## src/rtl/pipe_stage_buf_pkg.sv

```systemverilog
// Shared types for the elastic inter-stage pipeline register.
package pipe_stage_buf_pkg;

  localparam int PS_XLEN = 64;

  typedef logic [PS_XLEN-1:0] dw_t;

  typedef enum logic [1:0] {
    PS_EMPTY = 2'd0,
    PS_ONE   = 2'd1,
    PS_TWO   = 2'd2
  } ps_state_e;

endpackage

```

## src/rtl/pipe_entry_reg.sv

```systemverilog
// Payload register {pc, data} with load and clear enables; clear zeroes only the
// low CLR_W bits so the head can keep its PC across a flush.
module pipe_entry_reg
  import pipe_stage_buf_pkg::*;
#(
  parameter int W     = 8,
  parameter int CLR_W = 8
) (
  input  logic         clk,
  input  logic         rst,
  input  logic         load_i,
  input  logic         clear_i,
  input  logic [W-1:0] d_i,
  output logic [W-1:0] q_o
);

  logic [W-1:0] q_q;
  logic [W-1:0] q_d;

  always_comb begin
    q_d = q_q;
    if (clear_i) begin
      q_d[CLR_W-1:0] = '0;
    end else if (load_i) begin
      q_d = d_i;
    end
  end

  always_ff @(posedge clk) begin
    if (rst) begin
      q_q <= '0;
    end else begin
      q_q <= q_d;
    end
  end

  assign q_o = q_q;

endmodule

```

## src/rtl/pipe_stage_buf.sv

```systemverilog
// Elastic pipeline boundary: head + skid entries behind a valid/ready handshake,
// with flush, stall and a saturating count of cycles without a valid output.
module pipe_stage_buf
  import pipe_stage_buf_pkg::*;
#(
  parameter int XLEN          = PS_XLEN,
  parameter int NUM_CH        = 3,
  parameter int PC_W          = 64,
  parameter int CNT_W         = 16,
  parameter bit ZERO_ON_FLUSH = 1'b1
) (
  input  logic                   clk,
  input  logic                   rst,
  input  logic                   flush,
  input  logic                   stall,
  input  logic                   in_valid,
  output logic                   in_ready,
  input  logic [PC_W-1:0]        in_pc,
  input  logic [NUM_CH*XLEN-1:0] in_data,
  output logic                   out_valid,
  input  logic                   out_ready,
  output logic [PC_W-1:0]        out_pc,
  output logic [NUM_CH*XLEN-1:0] out_data,
  output logic [1:0]             occupancy,
  output logic [CNT_W-1:0]       bubble_cnt
);

  localparam int DW = NUM_CH * XLEN;
  localparam int EW = PC_W + DW;

  ps_state_e        state_q, state_d;
  logic [CNT_W-1:0] bubble_q, bubble_d;
  logic [EW-1:0]    head_q, skid_q, head_src;
  logic             acc_w, rel_w, head_load, skid_load, clr_w;

  assign in_ready  = !stall && !flush && (state_q != PS_TWO);
  assign out_valid = (state_q != PS_EMPTY) && !stall && !flush;
  assign acc_w     = in_valid && in_ready;
  assign rel_w     = out_valid && out_ready;

  // Head refills from the skid when draining TWO, otherwise straight from the input.
  assign head_src  = (state_q == PS_TWO) ? skid_q : {in_pc, in_data};
  assign head_load = (acc_w && (state_q == PS_EMPTY || rel_w)) ||
                     (rel_w && state_q == PS_TWO);
  assign skid_load = acc_w && !rel_w && (state_q == PS_ONE);
  assign clr_w     = flush && ZERO_ON_FLUSH;

  pipe_entry_reg #(.W(EW), .CLR_W(DW)) u_head (
    .clk     (clk),
    .rst     (rst),
    .load_i  (head_load),
    .clear_i (clr_w),
    .d_i     (head_src),
    .q_o     (head_q)
  );

  pipe_entry_reg #(.W(EW), .CLR_W(DW)) u_skid (
    .clk     (clk),
    .rst     (rst),
    .load_i  (skid_load),
    .clear_i (clr_w),
    .d_i     ({in_pc, in_data}),
    .q_o     (skid_q)
  );

  always_comb begin
    state_d = state_q;
    if (flush) begin
      state_d = PS_EMPTY;
    end else begin
      case (state_q)
        PS_EMPTY: if (acc_w) state_d = PS_ONE;
        PS_ONE: begin
          if (acc_w && !rel_w)      state_d = PS_TWO;
          else if (rel_w && !acc_w) state_d = PS_EMPTY;
        end
        PS_TWO:   if (rel_w) state_d = PS_ONE;
        default:  state_d = PS_EMPTY;
      endcase
    end
  end

  always_comb begin
    bubble_d = bubble_q;
    if (!out_valid && (bubble_q != {CNT_W{1'b1}})) begin
      bubble_d = bubble_q + 1'b1;
    end
  end

  always_ff @(posedge clk) begin
    if (rst) begin
      state_q  <= PS_EMPTY;
      bubble_q <= '0;
    end else begin
      state_q  <= state_d;
      bubble_q <= bubble_d;
    end
  end

  assign out_pc     = head_q[EW-1:DW];
  assign out_data   = head_q[DW-1:0];
  assign occupancy  = state_q;
  assign bubble_cnt = bubble_q;

  a_no_ready_in_two: assert property (@(posedge clk) disable iff (rst)
    !(in_ready && state_q == PS_TWO));

  a_head_stable: assert property (@(posedge clk) disable iff (rst)
    (out_valid && !out_ready) |=> $stable(out_data));

endmodule

```

## config.mk

```make
export PLATFORM = sky130hd
export DESIGN_NAME = pipe_stage_buf
export DESIGN_NICKNAME = d
export VERILOG_FILES = /design/src/rtl/pipe_stage_buf_pkg.sv /design/src/rtl/pipe_entry_reg.sv /design/src/rtl/pipe_stage_buf.sv
export SDC_FILE = /design/constraint.sdc
export NUM_CORES = 1
export LEC_CHECK = 0
export ABC_AREA = 1
export CAP_MARGIN = 20
export CORE_AREA = 3 3 240 242
export DETAILED_ROUTE_END_ITERATION = 12
export DIE_AREA = 0 0 243 245
export GPL_TIMING_DRIVEN = 1
export HOLD_SLACK_MARGIN = 0.03
export PLACE_DENSITY = 0.63
export SYNTH_ARGS = -nofsm -noshare
export SYNTH_HDL_FRONTEND = slang
export SYNTH_SLANG_ARGS = --single-unit
```

## constraint.sdc

```tcl
create_clock -name clk -period 2 [get_ports clk]
set_input_delay 0.4 -clock clk [delete_from_list [all_inputs] [get_ports clk]]
set_output_delay 0.4 -clock clk [all_outputs]
set_load 0.01 [all_outputs]
```

Word-level counts from Yosys, hierarchy flattened
Index checks and enable logic that the tools add are counted.

Output and inout bits: 276. Word-level logic and storage cells: 46. Memories kept: 0. RAM bits: 0. Bits of input ports: 262. Memory bits (read-only): 0. Latch bits: 0. Flip-flop bits (word level): 530.

Div/mod/pow operators: 0. Multiplexer cells: 6. Shifts and indexed selects: 0. Reductions and logical operators: 25. Equality and inequality tests: 7. Magnitude comparators: 0. Bitwise gates (word level): 1. Multipliers: 0. Add/sub/neg operators: 1.

Operator list (number): 2-to-1 mux 256 bit (1); adder 16 x 1 -> 16 bit (second input constant) (1); inequality test 16 bit (second input constant) (1); logical AND 1 bit (12); 2-to-1 mux 2 bit (4); inequality test 2 bit (second input constant) (3); one-hot mux 2 bit (3 select lines) (1); logical NOT 1 bit (5); AND reduction 2 bit (2); inequality test 3 x 2 -> 1 bit (second input constant) (1); AND reduction 3 bit (1); equality test 2 x 1 -> 1 bit (second input constant) (1); equality test 2 bit (second input constant) (1); logical NOT 2 bit (1); logical OR 1 bit (2); nonzero test 2 bit (1); OR reduction 2 bit (1); inverter 1 bit (1).

Longest topological paths before layout
Depth in word-level cells: 9. Mapped depth: 11. Mapped depth without buffers: 9.

By module
Synthesis repeated with hierarchy kept, for this count alone.

Cells, all modules: 3504. Area, all modules: 23226.0 µm².

Modules (own cells, without submodules): pipe_entry_reg (cells each 1248, times used 2, area each 9442.8 µm², sequential area each 5124.9 µm²); pipe_stage_buf (cells each 1008, times used 1, area each 4340.4 µm², sequential area each 360.3 µm²).

Worst setup path before layout
Ideal clock, no wire load.

Path type: reg-to-output. Start: register state_q[0] (netlist: occupancy[0]). End: output port in_ready. Path buffers: 2. Data arrival time: 1.372 ns. Cell stages (with the launch flop): 7. Required time: 1.600 ns. Path slack: 0.228 ns. Path through: dfxtp_1 > inv_2 > nand2_2 > clkinv_1 > buf_2 > buf_1 > nor3_1.

Cells in the longest elaborated chain, start to end: 2.

RTL lines: from (decl) (line pipe_stage_buf.sv:31) `ps_state_e state_q, state_d;`; from (signal assigned) (line pipe_stage_buf.sv:95) `state_q <= state_d;`; inequality test 2 bit (line pipe_stage_buf.sv:36) `assign in_ready = !stall && !flush && (state_q != PS_TWO);`; logical AND 1 bit (line pipe_stage_buf.sv:36); to (decl) (line pipe_stage_buf.sv:17) `output logic in_ready,`.

Every way passes these cells.

Final worst setup path
Start: register state_q[1] (netlist: occupancy[1]). End: output port in_ready.

Same word-level chain as after synthesis.

==> flow_metrics.env <==
export IMPL_core_rowCount=86
export IMPL_routed_wl_um=77900
export IMPL_drv_slew=0
export IMPL_netlist_area_um2=22300
export IMPL_cts_hold_buf=0
export IMPL_r2r_end="u_skid.q_o[203]$_SDFFE_PP0P_"
export IMPL_dpl_hpwl_um=51700
export IMPL_clock_skew_ps=12.1
export IMPL_arrival_ps=1560
export IMPL_insertion_delay_ps=600
export IMPL_port_buffers=537
export IMPL_ys_warn_count=0
export IMPL_r2r_slack_ps=140
export IMPL_synth_common_cells="1076 x nand2_1, 537 x nor2_1, 530 x dfxtp_1"
export IMPL_vdd_drop_max_mv=0.701
export IMPL_synthMostInstantiatedCell="nand2_1"
export IMPL_cts_clk_slew_worst_paths_ps=60
export IMPL_dieArea_um2=59500
export IMPL_cp_start_kind="register"
export IMPL_cts_root_buffer="clkbuf_16"
export IMPL_maxCapViolCount=0
export IMPL_syn_to_final_growth_pct=40.1
export IMPL_synth_nets=3513
export IMPL_finalInstanceArea_um2=31200
export IMPL_place_area_um2=29100
export IMPL_wl_per_cell_um=17.2
export IMPL_ys_types=28
export IMPL_nets=3981
export IMPL_synth_edf_count=0
export IMPL_dp_cells=4404
export IMPL_finalWeightedCongestion=0.818
export IMPL_timing_fmax_mhz=511
export IMPL_pre_cts_ws_ps=-440
export IMPL_worstSetupPathType="reg2out"
export IMPL_initial_utilization=0.402
export IMPL_powerDensity_nw_per_um2=763
export IMPL_crit_slowest_cell="dfxtp_2"
export IMPL_cpPeakStageDelay_ps=340
export IMPL_critPathRequiredTime_ps=1600
export IMPL_grtUsageTotal=0.252
export IMPL_grt_pass1_vias=20895
export IMPL_clock_sinks=530
export IMPL_synth_main_ff_cell="dfxtp_1"
export IMPL_num_vias=22522
export IMPL_dr_wl_met2_um=35900
export IMPL_cp_end_kind="output port"
export IMPL_postSynthCellCount=3250
export IMPL_pin_count=538
export IMPL_seq_area_frac_synth=0.477
export IMPL_rr_startpoint="occupancy[1]$_SDFFE_PP0P_"
export IMPL_hold_slack_ps=247
export IMPL_synth_area_leader_cell="dfxtp_1"
export IMPL_drc=0
export IMPL_layout_min_cycle_time_ps=1960
export IMPL_die_h_um=245
export IMPL_final_instance_count_excl_fill=4535
export IMPL_cts_buffers=58
export IMPL_crit_chain="buf_4, nand2_8, inv_12, nor3_2, buf_2"
export IMPL_cts_max_level=2
export IMPL_leakage_uw=0.0132
export IMPL_postSynthAreaPerCell_um2=6.85
export IMPL_status="completed"
export IMPL_dr_wl_met3_um=5620
export IMPL_drtIter0Drc=1604
export IMPL_slew_headroom=0.576
export IMPL_drive_above_1_share=0.0691
export IMPL_layout_setup_ws_ps=43.2
export IMPL_reg2reg_depth=9
export IMPL_worst_hold_path_num_cells=2
export IMPL_async_reset_ff_frac=0
export IMPL_m1WireLength_um=34300
export IMPL_antenna_found_initial=28
export IMPL_globalRouteOverflowTotal=0
export IMPL_ys_ff_latch=530
export IMPL_drt_pass1_iter_count=5
export IMPL_chipWidth_um=243
export IMPL_min_path_type="in2reg"
export IMPL_worstMarginPinSlew_ps=636
export IMPL_rsz0062_at_grt="yes"
export IMPL_max_clock_path_buffers=3
export IMPL_grt_max_degree=116
export IMPL_timing_final_crit_share=0.978
export IMPL_hold_end="bubble_cnt[12]$_SDFFE_PP0P_"
export IMPL_grt_pass1_wl_um=121000
export IMPL_postRouteAntennaNets=0
export IMPL_top_layer_used="met5"
export IMPL_synth_area_leaders="dfxtp_1 48%, nand2_1 18%, nor2_1 9.1%"
export IMPL_post_drt_via_cell_ratio=4.97
export IMPL_setup_viol=0
export IMPL_worstPathMaxFanout=13
export IMPL_synth_top_area_frac=0.477
export IMPL_core_area_um2=55300
export IMPL_cts_tree="built"
export IMPL_holdCritStartpoint="rst"
export IMPL_hold_viol=0
[placed cells by master, fill, tap and decap left out, types with 3 or more instances in the layout]
cell type / Yosys / final
clkbuf_8: 0 / 15
clkbuf_16: 0 / 59
inv_6: 0 / 3
clkinv_2: 0 / 14
o21ai_1: 5 / 5
o21ai_0: 261 / 261
nor2_4: 1 / 4
nor2_1: 537 / 536
xnor2_1: 4 / 4
dlygate4sd2_1: 0 / 15
buf_4: 31 / 66
nand3_1: 270 / 270
dlymetal6s2s_1: 0 / 19
clkbuf_1: 90 / 9
inv_2: 3 / 3
buf_12: 0 / 62
nand2_1: 1076 / 1075
inv_1: 20 / 17
dfxtp_1: 530 / 515
a21oi_1: 271 / 271
dfxtp_2: 0 / 14
clkdlybuf4s50_1: 0 / 500
diode_2: 0 / 23
bufinv_16: 0 / 5
[stage by stage]
step                total power, µW  utilization  setup TNS, ps
floorplan                     11800            -              0
detailed placement            13000        0.525        -181630
finish                        23800        0.563              0
global placement              13000        0.525        -172350
global route                  24600        0.563          -53.4
CTS                           24000        0.561          -53.6
[per-layer routing]
| layer | vias up | track usage |
|---|---|---|
| li1 | 11375 | - |
| met1 | 10331 | 0.334 |
| met2 | 686 | 0.402 |
| met3 | 116 | 0.0557 |
| met4 | 14 | 0.0935 |
| met5 | - | 0 |
[repair_timing]
action / in CTS / in global routing
buffers inserted: 0 / 2
pin swaps: 2 / 2
gates resized for setup: 41 / 21
setup endpoints to repair: 28 / 22
[cell families (layout without fill, tap and decap cells)]
| family | count (synthesis) | after routing | synth area share |
|---|---|---|---|
| DFF | 530 | 530 | 0.477 |
| AOI/OAI and AO/OA | 537 | 537 | 0.121 |
| xor gates and xnor gates | 6 | 6 | 0.00236 |
| adders and majority gates | 1 | 1 | 0.000562 |
| and+or+nand+nor | 1896 | 1896 | 0.337 |
| other | 0 | 23 | 0 |
| buffers and inverters | 280 | 794 | 0.0620 |
[registers in the layout, indices dropped and copies added (netlist names)]
signal      count
u_head.q_o    256
bubble_cnt     16
occupancy       2
u_skid.q_o    256
[cell type report]
cell class | instances | area [µm²]
fillers | 5331 | 24100
diodes | 23 | 57.6
repair buffers | 664 | 7130
flip-flops and latches | 530 | 10600
clock inverters | 23 | 254
multi-input cells | 2440 | 10300
well taps | 748 | 936
clock buffers | 83 | 1720
inverters | 24 | 123
[power by group]
part	leakage [µW]	switching (µW)	internal [µW]
Clock	0.000984	4470	6590
Combinational	0.00796	950	1030
Sequential	0.00429	81.9	10700
[critical path, delay by kind of cell (launching register included)]
family                 cells  cell delay, ps
buffers and inverters      3             390
DFF                        1             340
and+or+nand+nor            2             220
[worst max path at each step]
stage                         startpoint                           end
6_report       occupancy[1]$_SDFFE_PP0P_                      in_ready
3_5_place_dp                       flush  u_skid.q_o[203]$_SDFFE_PP0P_
4_1_cts        occupancy[1]$_SDFFE_PP0P_                      in_ready
2_1_floorplan  occupancy[0]$_SDFFE_PP0P_                      in_ready
5_1_grt        occupancy[1]$_SDFFE_PP0P_                      in_ready
3_3_place_gp                       flush  u_skid.q_o[207]$_SDFFE_PP0P_
No activity file was read; power rests on OpenSTA's default activity.
